**src/rtl/pwm_scan_ctrl.sv**
```systemverilog
// Round-robin RC PWM width scanner: one shared width counter, per-channel bank, loss flags, auto/manual mode.
// Optional macro PWM_SCAN_FAILSAFE_EN: a timed-out channel's bank entry is overwritten with FAILSAFE_VAL.
module pwm_scan_ctrl #(
  parameter int          NCH          = 4,
  parameter logic [15:0] TIMEOUT      = 16'd2000,
  parameter int          MODE_CH      = 3,
  parameter logic [7:0]  MODE_THR     = 8'd150,
  parameter logic [7:0]  FAILSAFE_VAL = 8'd128
) (
  input  logic           clk,
  input  logic           rst_n,
  input  logic           tick,
  input  logic           scan_en,
  input  logic [NCH-1:0] pul_in,
  input  logic [2:0]     rd_addr,
  output logic [7:0]     rd_data,
  output logic [NCH-1:0] lost,
  output logic [2:0]     cur_ch,
  output logic           frame_done,
  output logic           mode_auto
);

`ifdef PWM_SCAN_FAILSAFE_EN
  localparam logic FS_WRITE = 1'b1;
`else
  localparam logic FS_WRITE = 1'b0;
`endif

  typedef enum logic [2:0] {IDLE, ARM, WAIT_RISE, MEASURE, STORE, NEXT} state_t;

  state_t           state;
  logic [NCH-1:0]   pul_p0;
  logic [NCH-1:0]   pul_p1;
  logic             prv;
  logic             cur;
  logic             nxt_lvl;
  logic [2:0]       nxt_ch;
  logic             wrap;
  logic             in_slot;
  logic             tmo_hit;
  logic [7:0]       width;
  logic [15:0]      tmo_cnt;
  logic [7:0]       bank [NCH];
  logic             mode_upd;

  function automatic logic [7:0] sat_inc(input logic [7:0] v);
    return (v == 8'hFF) ? v : v + 8'd1;
  endfunction

  // Stage p0/p1: two-flop synchronizer on every raw input
  always_ff @(posedge clk or negedge rst_n) begin
    if (!rst_n) begin
      pul_p0 <= '0;
      pul_p1 <= '0;
    end else begin
      pul_p0 <= pul_in;
      pul_p1 <= pul_p0;
    end
  end

  always_comb begin
    wrap    = (cur_ch == 3'(NCH - 1));
    nxt_ch  = wrap ? 3'd0 : cur_ch + 3'd1;
    cur     = 1'b0;
    nxt_lvl = 1'b0;
    for (int i = 0; i < NCH; i++) begin
      if (cur_ch == 3'(i)) cur = pul_p1[i];
      if (nxt_ch == 3'(i)) nxt_lvl = pul_p1[i];
    end
    in_slot = (state == ARM) || (state == WAIT_RISE) || (state == MEASURE);
    tmo_hit = in_slot && (tmo_cnt == TIMEOUT);
  end

  // Scan FSM: owns channel pointer, width/timeout counters, bank and loss flags
  always_ff @(posedge clk or negedge rst_n) begin
    if (!rst_n) begin
      state      <= IDLE;
      cur_ch     <= 3'd0;
      prv        <= 1'b0;
      width      <= 8'd0;
      tmo_cnt    <= 16'd0;
      lost       <= '1;
      frame_done <= 1'b0;
      mode_upd   <= 1'b0;
      for (int i = 0; i < NCH; i++) bank[i] <= 8'd0;
    end else begin
      frame_done <= 1'b0;
      mode_upd   <= 1'b0;
      prv        <= cur;
      if (!scan_en) begin
        state <= IDLE;
      end else if (tmo_hit) begin
        for (int i = 0; i < NCH; i++) begin
          if (cur_ch == 3'(i)) begin
            lost[i] <= 1'b1;
            if (FS_WRITE) bank[i] <= FAILSAFE_VAL;
          end
        end
        mode_upd <= (cur_ch == 3'(MODE_CH));
        state    <= NEXT;
      end else begin
        if (in_slot && tick) tmo_cnt <= tmo_cnt + 16'd1;
        case (state)
          IDLE: begin
            tmo_cnt <= 16'd0;
            state   <= ARM;
          end
          ARM: begin
            // Never start on a pulse that is already high
            if (!cur) state <= WAIT_RISE;
          end
          WAIT_RISE: begin
            if (!prv && cur) begin
              width <= 8'd0;
              state <= MEASURE;
            end
          end
          MEASURE: begin
            if (prv && !cur) state <= STORE;
            else if (tick && cur) width <= sat_inc(width);
          end
          STORE: begin
            for (int i = 0; i < NCH; i++) begin
              if (cur_ch == 3'(i)) begin
                bank[i] <= width;
                lost[i] <= 1'b0;
              end
            end
            mode_upd <= (cur_ch == 3'(MODE_CH));
            state    <= NEXT;
          end
          NEXT: begin
            // Edge history restarts from the new channel's current level
            cur_ch     <= nxt_ch;
            width      <= 8'd0;
            prv        <= nxt_lvl;
            tmo_cnt    <= 16'd0;
            frame_done <= wrap;
            state      <= ARM;
          end
          default: state <= IDLE;
        endcase
      end
    end
  end

  // Registered read port and mode decision, one cycle behind bank updates
  always_ff @(posedge clk or negedge rst_n) begin
    if (!rst_n) begin
      rd_data   <= 8'd0;
      mode_auto <= 1'b0;
    end else begin
      rd_data <= 8'd0;
      for (int i = 0; i < NCH; i++) begin
        if (rd_addr == 3'(i)) rd_data <= bank[i];
      end
      if (mode_upd) mode_auto <= (bank[MODE_CH] > MODE_THR) && !lost[MODE_CH];
    end
  end

endmodule

```
**config.mk**
```make
export PLATFORM = sky130hd
export DESIGN_NAME = pwm_scan_ctrl
export DESIGN_NICKNAME = d
export VERILOG_FILES = /design/src/rtl/pwm_scan_ctrl.sv
export SDC_FILE = /design/constraint.sdc
export NUM_CORES = 1
export LEC_CHECK = 0
export ABC_CLOCK_PERIOD_IN_PS = 2100
export CORE_MARGIN = 2
export CORE_UTILIZATION = 45
export CTS_CLUSTER_SIZE = 14
export DETAILED_ROUTE_END_ITERATION = 16
export HOLD_SLACK_MARGIN = 0.06
export PLACE_DENSITY = 0.68
export SLEW_MARGIN = 30
export SYNTH_ARGS = -nofsm -noshare
export SYNTH_HDL_FRONTEND = slang
export SYNTH_SLANG_ARGS = --single-unit
```
**constraint.sdc**
```tcl
create_clock -name clk -period 2.1 [get_ports clk]
set_input_delay 0.63 -clock clk [delete_from_list [all_inputs] [get_ports clk]]
set_output_delay 0.63 -clock clk [all_outputs]
set_load 0.01 [all_outputs]
```
==> results of run 1 <==
-- kinds of logic after synthesis --
logic type / after synthesis / share of synthesized area (%)
adders and majority gates: 9 / 2.70
AOI/OAI and AO/OA: 62 / 11.4
xor gates and xnor gates: 9 / 1.94
and+or+nand+nor: 111 / 14.3
buffers and inverters: 25 / 2.61
muxes: 43 / 14.1
DFF: 86 / 53.0
-- registers in the layout (all words and copies together) (netlist names), 4 cells and up --
name,flops
bank,32
tmo_cnt,16
rd_data,8
width,8
lost,4
pul_p0,4
pul_p1,4
-- synthesized netlist by cell type, types with 5 or more instances --
| cell type | instances | area share, % |
|---|---|---|
| o31ai_1 | 5 | 0.92 |
| xor2_1 | 8 | 1.7 |
| o21ai_0 | 17 | 2.1 |
| mux4_2 | 8 | 4.4 |
| clkbuf_1 | 7 | 0.65 |
| nand3_1 | 11 | 1.4 |
| buf_2 | 7 | 0.86 |
| and3_1 | 6 | 0.92 |
| nor2b_1 | 10 | 1.5 |
| mux2_2 | 34 | 9.4 |
| dfrtp_1 | 82 | 50 |
| ha_1 | 8 | 2.5 |
| inv_1 | 10 | 0.92 |
| nand2_1 | 27 | 2.5 |
| nor2_1 | 23 | 2.1 |
| a21oi_1 | 8 | 0.98 |
-- cell type report --
type                    count  share of cell area [%]
flip-flops and latches     86                    41.1
inverters                  10                   0.715
multi-input cells         234                    37.0
clock buffers              12                    2.76
repair buffers             88                    15.2
well taps                 108                    2.57
clock inverters             4                   0.619
-- through the flow --
step                power [mW]  hold WS, ps
floorplan                 1.89          331
global placement          2.05          333
detailed placement        2.06          336
CTS                       3.12          200
global route              3.28          214
finish                    3.14          193
-- layer usage --
layer,vias up,wire length [µm],global-route usage [%]
met5,-,0,0
met4,0,121,5.58
met3,10,268,2.95
met2,51,4150,28.3
met1,1498,3890,25.5
li1,1414,-,-
-- worst max path at each step --
stage / startpoint / end / slack, ps / cells past startpoint
6_report: lost[1] / lost[1] / 40 / 1
5_1_grt: tmo_cnt[0] / width[5] / -20 / 9
4_1_cts: tmo_cnt[0] / tmo_cnt[10] / -10 / 8
3_5_place_dp: tick / width[7] / -400 / 6
3_3_place_gp: tick / width[7] / -370 / 6
2_1_floorplan: cur_ch[0] / width[4] / 8 / 8
-- power groups by stage --
stage               clock network [mW]  logic [mW]  registers [mW]
CTS                               1.10       0.321            1.71
global placement                     0       0.310            1.74
detailed placement                   0       0.317            1.74
floorplan                            0       0.153            1.74
finish                            1.07       0.356            1.71
global route                      1.17       0.399            1.71
-- timing repair --
action                                 4_1_cts  5_1_grt
setup buffers                                0        4
pin swaps                                    1        7
resized for setup                            3       31
endpoints found under the hold margin        0        0
setup endpoints to repair                   25       36
==> out/qor.yml, run 1 <==
min_period_over_period_pct: 97.9
layout-drive-gt1-share_pct: 36.4
dp_cells: 522
gp_congestion: 0.865
cp-end-kind: "output pin"
fin_tns_setup_ps: 0
clockPowerShare_pct: 34.1
crit_path_max_incr_delay_ps: 550
setup_viol: 0
dpl.hpwl_mm: 5.93
drc: 0
overflow: 0
synthToLayoutAreaGrowth_pct: 29.0
finalWirelength_mm: 8.43
hold_viol: 0
r2r_slack_ps: 70
drv_slew: 0
synth_area_um2: 4070
p_per_area_nw_per_um2: 597
min_period_ps: 2060
cp_max_fo: 2
r2r_cells: 9
initial_core_util_pct: 46.5
crit_buf_inv: 1
grtUsageTotal_pct: 17.9
wl_per_cell_um: 15.6
internal-power_mw: 2.33
htree_levels: 3
p_seq_share_pct: 54.5
antennaDiodeCount: 0
p_leak_nw: 2.47
worstPathArrival_ps: 1430
drv_cap: 0
boundaryPins: 28
drtIter0Drc: 154
synth_nets: 364
grt_max_degree: 41
die_w_um: 99.1
finalNonFillerCells: 542
critPathLaunchType: "flop"
rows: 34
cts_tree: "done"
grt_pass1_vias: 2941
nNetsFinal: 448
fmax_ghz: 0.487
r2r-start: "tmo_cnt[0]"
slowest_stage: "dfstp_2"
cts_sinks: 86
die_h_um: 99.1
synth_cell_types: 61
cts_buffers: 9
port_buffers: 27
yosysSeqAreaShare_pct: 53.0
power_switching_uw: 811
dpl_cell_area_um2: 4900
fin_area_um2: 5250
status: "finished clean"
final_cell_mix: "dfrtp_1 (79), buf_4 (57), mux2_2 (34)"
syn_inst: 345
nFillCells: 712
via_per_inst: 5.49
multi_input_area_um2: 1940
peakVddDrop_mv: 0.360
postRouteAntennaNets: 0
grt_first_pass_wirelength_mm: 14.1
utilization_pct: 59.9
synthFlopType: "dfrtp_1"
root_buffer: "clkbuf_8"
layout_commonest_cell: "dfrtp_1"
worst_pin_slew_ps: 406
reg2reg_to: "width[5]"
place_ws_ps: -399
drt_pass1_iterations: 4
comb_power_share_pct: 11.4
synth_warnings: 0
core_area_um2: 8760
clock_path_buffers: 2
clk-insertion-delay-late_ps: 350
max-slew-margin-rel_pct: 72.9
antenna_found_initial: 0
clkTransAtPathRegs_ps: 90
swShare_pct: 25.9
syn_avg_cell_area_um2: 11.8
hold_buffers: 0
crit_required_ps: 1470
path_cells: "clkdlybuf4s50_1"
dieArea_um2: 9830
skew_ps: 12.3
worstSetupPathType: "reg2out"
async_reset_ff_share_pct: 100
vias: 2973
fin_ws_ps: 44.6
grt_setup_unrepaired: "yes"
seq_area_um2: 2160
ys_ff_latch: 86
hold_path_class: "in2async"
cp_top_family: "flip-flops"
synth_edf_count: 0
No activity file was read; power rests on OpenSTA's default activity.
==> inputs of run 2 (changes only) <==
--- a/config.mk
+++ b/config.mk
@@ -8,4 +8,7 @@
 export ABC_CLOCK_PERIOD_IN_PS = 2100
+export CELL_PAD_IN_SITES_DETAIL_PLACEMENT = 1
+export CELL_PAD_IN_SITES_GLOBAL_PLACEMENT = 2
 export CORE_MARGIN = 2
-export CORE_UTILIZATION = 45
+export CORE_UTILIZATION = 38
+export CTS_BUF_LIST = sky130_fd_sc_hd__clkbuf_8
 export CTS_CLUSTER_SIZE = 14
@@ -13,3 +16,3 @@
 export HOLD_SLACK_MARGIN = 0.06
-export PLACE_DENSITY = 0.68
+export PLACE_DENSITY = 0.81
 export SLEW_MARGIN = 30
--- a/constraint.sdc
+++ b/constraint.sdc
@@ -3,2 +3,2 @@
 set_output_delay 0.63 -clock clk [all_outputs]
-set_load 0.01 [all_outputs]
+set_load 0.1 [all_outputs]
==> run 2 against run 1 <==
Critical endpoint is now state[0]. Via count grew 0.17%. Die area grew 18%. Core utilization shrank 8.0 points. Maximum frequency grew 0.75%. Sequential cell count unchanged.
==> out/qor.yml, run 2 (synthesized netlist as in run 1, its figures left out) <==
slowest_stage: "dfrtp_4"
detail_route.wirelength.met1_mm: 4.40  # +13%
synthToLayoutAreaGrowth_pct: 32.2
r2r_slack_ps: 60  # about the same
finalWirelength_mm: 9.73  # +15%
die_h_um: 108  # +8.5%
antennaDiodeCount: 0  # unchanged
drv_slew: 0  # unchanged
skew_ps: 8.46  # -3.81 ps
worstPathArrival_ps: 2290  # +860 ps
cts_tree: "done"
fmax_ghz: 0.490  # +0.75%
cp_top_family: "compound AO/OA/AOI/OAI gates"
largest_reg_flops: 32  # unchanged
antenna_found_initial: 0  # unchanged
grtUsageTotal_pct: 18.3  # +0.38 points
cp_max_fo: 6  # +4
worstSetupPathType: "reg2reg"
die_w_um: 108  # +8.5%
min_period_over_period_pct: 97.1  # -0.73 points
grt_max_degree: 46  # +12%
drt_pass1_iterations: 4  # unchanged
worst_pin_slew_ps: 331  # -75.5 ps
hold_viol: 0  # unchanged
fin_tns_setup_ps: 0  # unchanged
p_per_area_nw_per_um2: 583  # -2.4%
layout-drive-gt1-share_pct: 38.9  # +2.5 points
clock_path_buffers: 2  # unchanged
drv_cap: 0  # unchanged
drtIter0Drc: 90  # -42%
clkTransAtPathRegs_ps: 90  # about the same
root_buffer: "clkbuf_8"
regMostFlops: "bank"
finalNonFillerCells: 565  # +4.2%
gp_congestion: 0.778  # -10%
total_power_mw: 3.14  # about the same
p_leak_nw: 2.50  # +1.3%
boundaryPins: 28  # unchanged
grt_first_pass_wirelength_mm: 16.2  # +15%
postRouteAntennaNets: 0  # unchanged
r2r_cells: 9  # unchanged
initial_core_util_pct: 39.3  # -7.2 points
crit_top_cell: "buf_4"
drc: 0  # unchanged
rows: 37  # +8.8%
dr_wl_met3_um: 306  # +14%
core_area_um2: 10400  # +18%
dpl.hpwl_mm: 7.17  # +21%
dp_cells: 547  # +4.8%
reg.largest.list: "bank x32, tmo_cnt x16"
max-slew-margin-rel_pct: 77.9  # +5.0 points
crit_buf_inv: 2  # +1
layout_commonest_cell: "dfrtp_1"
critPathLaunchType: "flop"
r2r-start: "cur_ch[1]"
vias: 2978  # +0.17%
htree_levels: 3  # unchanged
critPathCapture: "state[0]"
cts_buffers: 9  # unchanged
overflow: 0  # unchanged
cp-end-kind: "flop"
via_per_inst: 5.27  # -3.9%
wl_met2_mm: 4.92  # +19%
setup_viol: 0  # unchanged
clk-insertion-delay-late_ps: 360  # about the same
min_period_ps: 2040  # -15.4 ps
grt_setup_unrepaired: "yes"
holdWs_ps: 129  # -63.8 ps
dieArea_um2: 11600  # +18%
utilization_pct: 51.9  # -8.0 points
wl_per_cell_um: 17.2  # +11%
nNetsFinal: 444  # -0.89%
path_cells: "ha_4 -> buf_4 -> a211oi_2 -> o21ai_2 -> nand2_2 -> buf_4 -> maj3_1 -> a21oi_2 -> o211a_1"
final_cell_mix: "dfrtp_1 (77), buf_4 (53), mux2_2 (34)"
top_layer: "met4"
grt_pass1_vias: 3167  # +7.7%
crit_path_max_incr_delay_ps: 530  # -20 ps
port_buffers: 27  # unchanged
peakVddDrop_mv: 0.426  # +19%
reg2reg_to: "state[0]"
hold_buffers: 0  # unchanged
cts_sinks: 86  # unchanged
status: "finished clean"
crit_required_ps: 2350  # +880 ps
startpoint: "cur_ch[1]"
cp_num_cells: 9  # +8
hold_path_class: "in2async"
==> run 2: changes by cell type in the layout (fill, tap and decap cells not counted), sizes merged <==
cell / change
clkinv: +1
buf: +13
dlygate4sd2: +1
inv: +2
clkinvlp: -2
clkbuf: -2
dlymetal6s2s: -4
clkdlybuf4s50: -14
==> run 2: report_power, final <==
group / total (mW) / internal [mW] / switching [mW]
combinational: 0.364 / 0.172 / 0.193
clock: 1.06 / 0.460 / 0.599
sequential: 1.71 / 1.68 / 0.0282
==> run 2: layer usage <==
| layer | GRT usage [%] | up-vias |
|---|---|---|
| met4 | 4.40 | 0 |
| met3 | 4.96 | 6 |
| met2 | 30.6 | 35 |
| met1 | 23.6 | 1538 |
| li1 | - | 1399 |
| met5 | 0 | - |
==> run 2: layout make-up <==
class / count / area, µm²
multi-input combinational: 234 / 1910
clock buffer: 10 / 138
sequential: 86 / 2170
clock inverter: 5 / 35.0
timing repair buffer: 84 / 927
fill: 1105 / 4990
inverter: 10 / 37.5
tap: 136 / 170
==> run 2: per-stage QoR <==
| stage | cell area [µm²] | worst slack (ps) |
|---|---|---|
| floorplan | 4110 | -166 |
| global placement | 5100 | -415 |
| detailed placement | 5100 | -462 |
| CTS | 5280 | 47.4 |
| global route | 5380 | -46.2 |
| finish | 5380 | 59.9 |
==> run 2: what timing repair did <==
action / CTS / global route
endpoints found under the setup margin: 5 / 24
pin swaps: 0 / 1
gates resized for setup: 3 / 16
buffers inserted: 0 / 3
==> run 2: worst min path at each step <==
stage	depth (start not counted)	start	to
after floorplan	0	rst_n	bank[0]
after global routing	1	rst_n	bank[31]
after global placement	0	pul_p0[0]	pul_p1[0]
final	1	rst_n	rd_data[7]
after detailed placement	0	pul_p0[2]	pul_p1[2]
after CTS	1	rst_n	bank[31]
==> inputs of run 3 (changes only) <==
TNS_END_PERCENT = 5   (was unset)
==> run 3 against run 2 <==
Combinational power about the same. Count of clock-buffer cells in the layout unchanged. Sequential cell count unchanged. Critical path depth down 1. Maximum frequency down 1.4%. Clock skew up 5.6 ps. Die area unchanged. Core utilization up 0.69 points. Clock power up 20%. Register-to-register slack worse by 30 ps. Power up 6.7%. Sequential power about the same. Highest routed layer unchanged.
==> out/qor.yml, run 3 (synthesized netlist as in run 1, its figures left out) <==
worstSetupPathType: "reg2reg"
hold_viol: 0  # unchanged
crit_buf_inv: 2  # unchanged
worst_pin_slew_ps: 502  # +171 ps
hold_path_class: "in2async"
grt_pass1_vias: 3219  # +1.6%
cp-end-kind: "flop"
worstPathArrival_ps: 2320  # +30 ps
rows: 37  # unchanged
grt_setup_unrepaired: "yes"
core_area_um2: 10400  # unchanged
dr_wl_met3_um: 177  # -42%
nNetsFinal: 448  # +0.90%
cts_sinks: 86  # unchanged
vias: 3005  # +0.91%
min_period_ps: 2070  # +28.9 ps
top_layer: "met4"
via_per_inst: 5.27  # about the same
die_h_um: 108  # unchanged
wl_met2_mm: 4.91  # -0.22%
detail_route.wirelength.met1_mm: 4.54  # +3.2%
overflow: 0  # unchanged
layout_commonest_cell: "dfrtp_1"
fmax_ghz: 0.483  # -1.4%
hold_buffers: 0  # unchanged
setup_viol: 0  # unchanged
holdWs_ps: 223  # +93.9 ps
synthToLayoutAreaGrowth_pct: 33.9
drc: 0  # unchanged
drt_pass1_iterations: 4  # unchanged
grt_first_pass_wirelength_mm: 16.5  # +1.7%
finalNonFillerCells: 570  # +0.88%
reg.largest.list: "bank x32, tmo_cnt x16"
p_per_area_nw_per_um2: 613  # +5.3%
crit_required_ps: 2350  # about the same
path_cells: "inv_1 -> ha_2 -> a221oi_2 -> nand2_2 -> o2bb2a_2 -> buf_4 -> o31ai_2 -> o21ai_1"
dpl_cell_area_um2: 5160  # +1.1%
crit_path_max_incr_delay_ps: 470  # -60 ps
boundaryPins: 28  # unchanged
cts_tree: "done"
wl_per_cell_um: 17.2  # -0.20%
nFillCells: 1118  # +1.2%
port_buffers: 27  # unchanged
clk-insertion-delay-late_ps: 370  # about the same
cts_buffers: 9  # unchanged
drtIter0Drc: 87  # -3.3%
fin_area_um2: 5450  # +1.3%
clkTransAtPathRegs_ps: 100  # about the same
p_leak_nw: 2.51  # +0.59%
status: "finished clean"
antennaDiodeCount: 0  # unchanged
antenna_found_initial: 0  # unchanged
critPathLaunchType: "flop"
fin_tns_setup_ps: 0  # unchanged
initial_core_util_pct: 39.3  # unchanged
finalWirelength_mm: 9.79  # +0.68%
peakVddDrop_mv: 0.281  # -34%
slowest_stage: "dfrtp_4"
max-slew-margin-rel_pct: 66.5  # -11 points
clock_path_buffers: 2  # unchanged
dpl.hpwl_mm: 7.05  # -1.8%
skew_ps: 14.0  # +5.56 ps
root_buffer: "clkbuf_8"
drv_slew: 0  # unchanged
gp_congestion: 0.745  # -4.2%
die_w_um: 108  # unchanged
grt_max_degree: 37  # -20%
largest_reg_flops: 32  # unchanged
drv_cap: 0  # unchanged
layout-drive-gt1-share_pct: 38.9  # about the same
cp_top_family: "compound AO/OA/AOI/OAI gates"
dieArea_um2: 11600  # unchanged
regMostFlops: "bank"
cp_max_fo: 7  # +1
dp_cells: 553  # +1.1%
htree_levels: 3  # unchanged
postRouteAntennaNets: 0  # unchanged
min_period_over_period_pct: 98.5  # +1.4 points
final_cell_mix: "dfrtp_1 (78), buf_4 (55), mux2_2 (34)"
grtUsageTotal_pct: 18.4  # +0.11 points
[run 3: changes by cell type in the layout (fill, tap and decap cells not counted), sizes merged]
cell      previous run  this run
bufinv               0         1
clkinv               2         0
inv                 13        14
buf                 75        79
clkinvlp             0         1
[run 3: layout make-up]
cell class | instances | area (µm²) | share of cell area [%]
multi-input combinational | 234 | 1880 | 34.5
inverter | 10 | 37.5 | 0.688
clock buffer | 10 | 138 | 2.52
timing repair buffer | 88 | 982 | 18.0
tap | 136 | 170 | 3.12
sequential | 86 | 2170 | 39.7
clock inverter | 6 | 75.1 | 1.38
[run 3: stage by stage]
stage / setup WS, ps / total power, mW / util (%)
after floorplan: -177 / 1.89 / -
after global placement: -402 / 2.07 / 49.8
after detailed placement: -453 / 2.08 / 49.8
after CTS: -6.52 / 3.36 / 52.0
after global routing: -77.0 / 3.49 / 52.6
final: 31.1 / 3.34 / 52.6
[run 3: worst reg2reg max path, cell delays in order, from the launching register on]
cell      delay, ps
dfrtp_4         470
inv_1            90
ha_2            230
a221oi_2        290
nand2_2         120
o2bb2a_2        290
buf_4           150
o31ai_2         230
o21ai_1         100
[run 3: final timing paths]
kind                       startpoint     endpoint  slack [ps]  cells past startpoint
max in group asynchronous       rst_n  tmo_cnt[12]        1330                      2
max                         cur_ch[0]     width[2]          30                      8
max reg2reg                 cur_ch[0]     width[2]          30                      8
min in group clk            pul_p0[0]    pul_p1[0]         360                      0
min reg2reg                 pul_p0[0]    pul_p1[0]         360                      0
min                             rst_n     bank[29]         220                      1
[run 3: power by group]
group	switching [mW]	internal, mW
Clock	0.666	0.604
Sequential	0.0258	1.68
Combinational	0.191	0.174
Total	0.883	2.46
[run 3: layer usage]
layer	GRT usage, %	vias up
met1	24.2	1544
met2	30.8	31
li1	-	1418
met4	6.78	0
met5	0	-
met3	2.54	12
[run 3: repair_timing]
item                       4_1_cts  5_1_grt
pin swaps                        1        3
setup buffers                    0        1
setup endpoints to repair       24       31
gates resized for setup          6       10
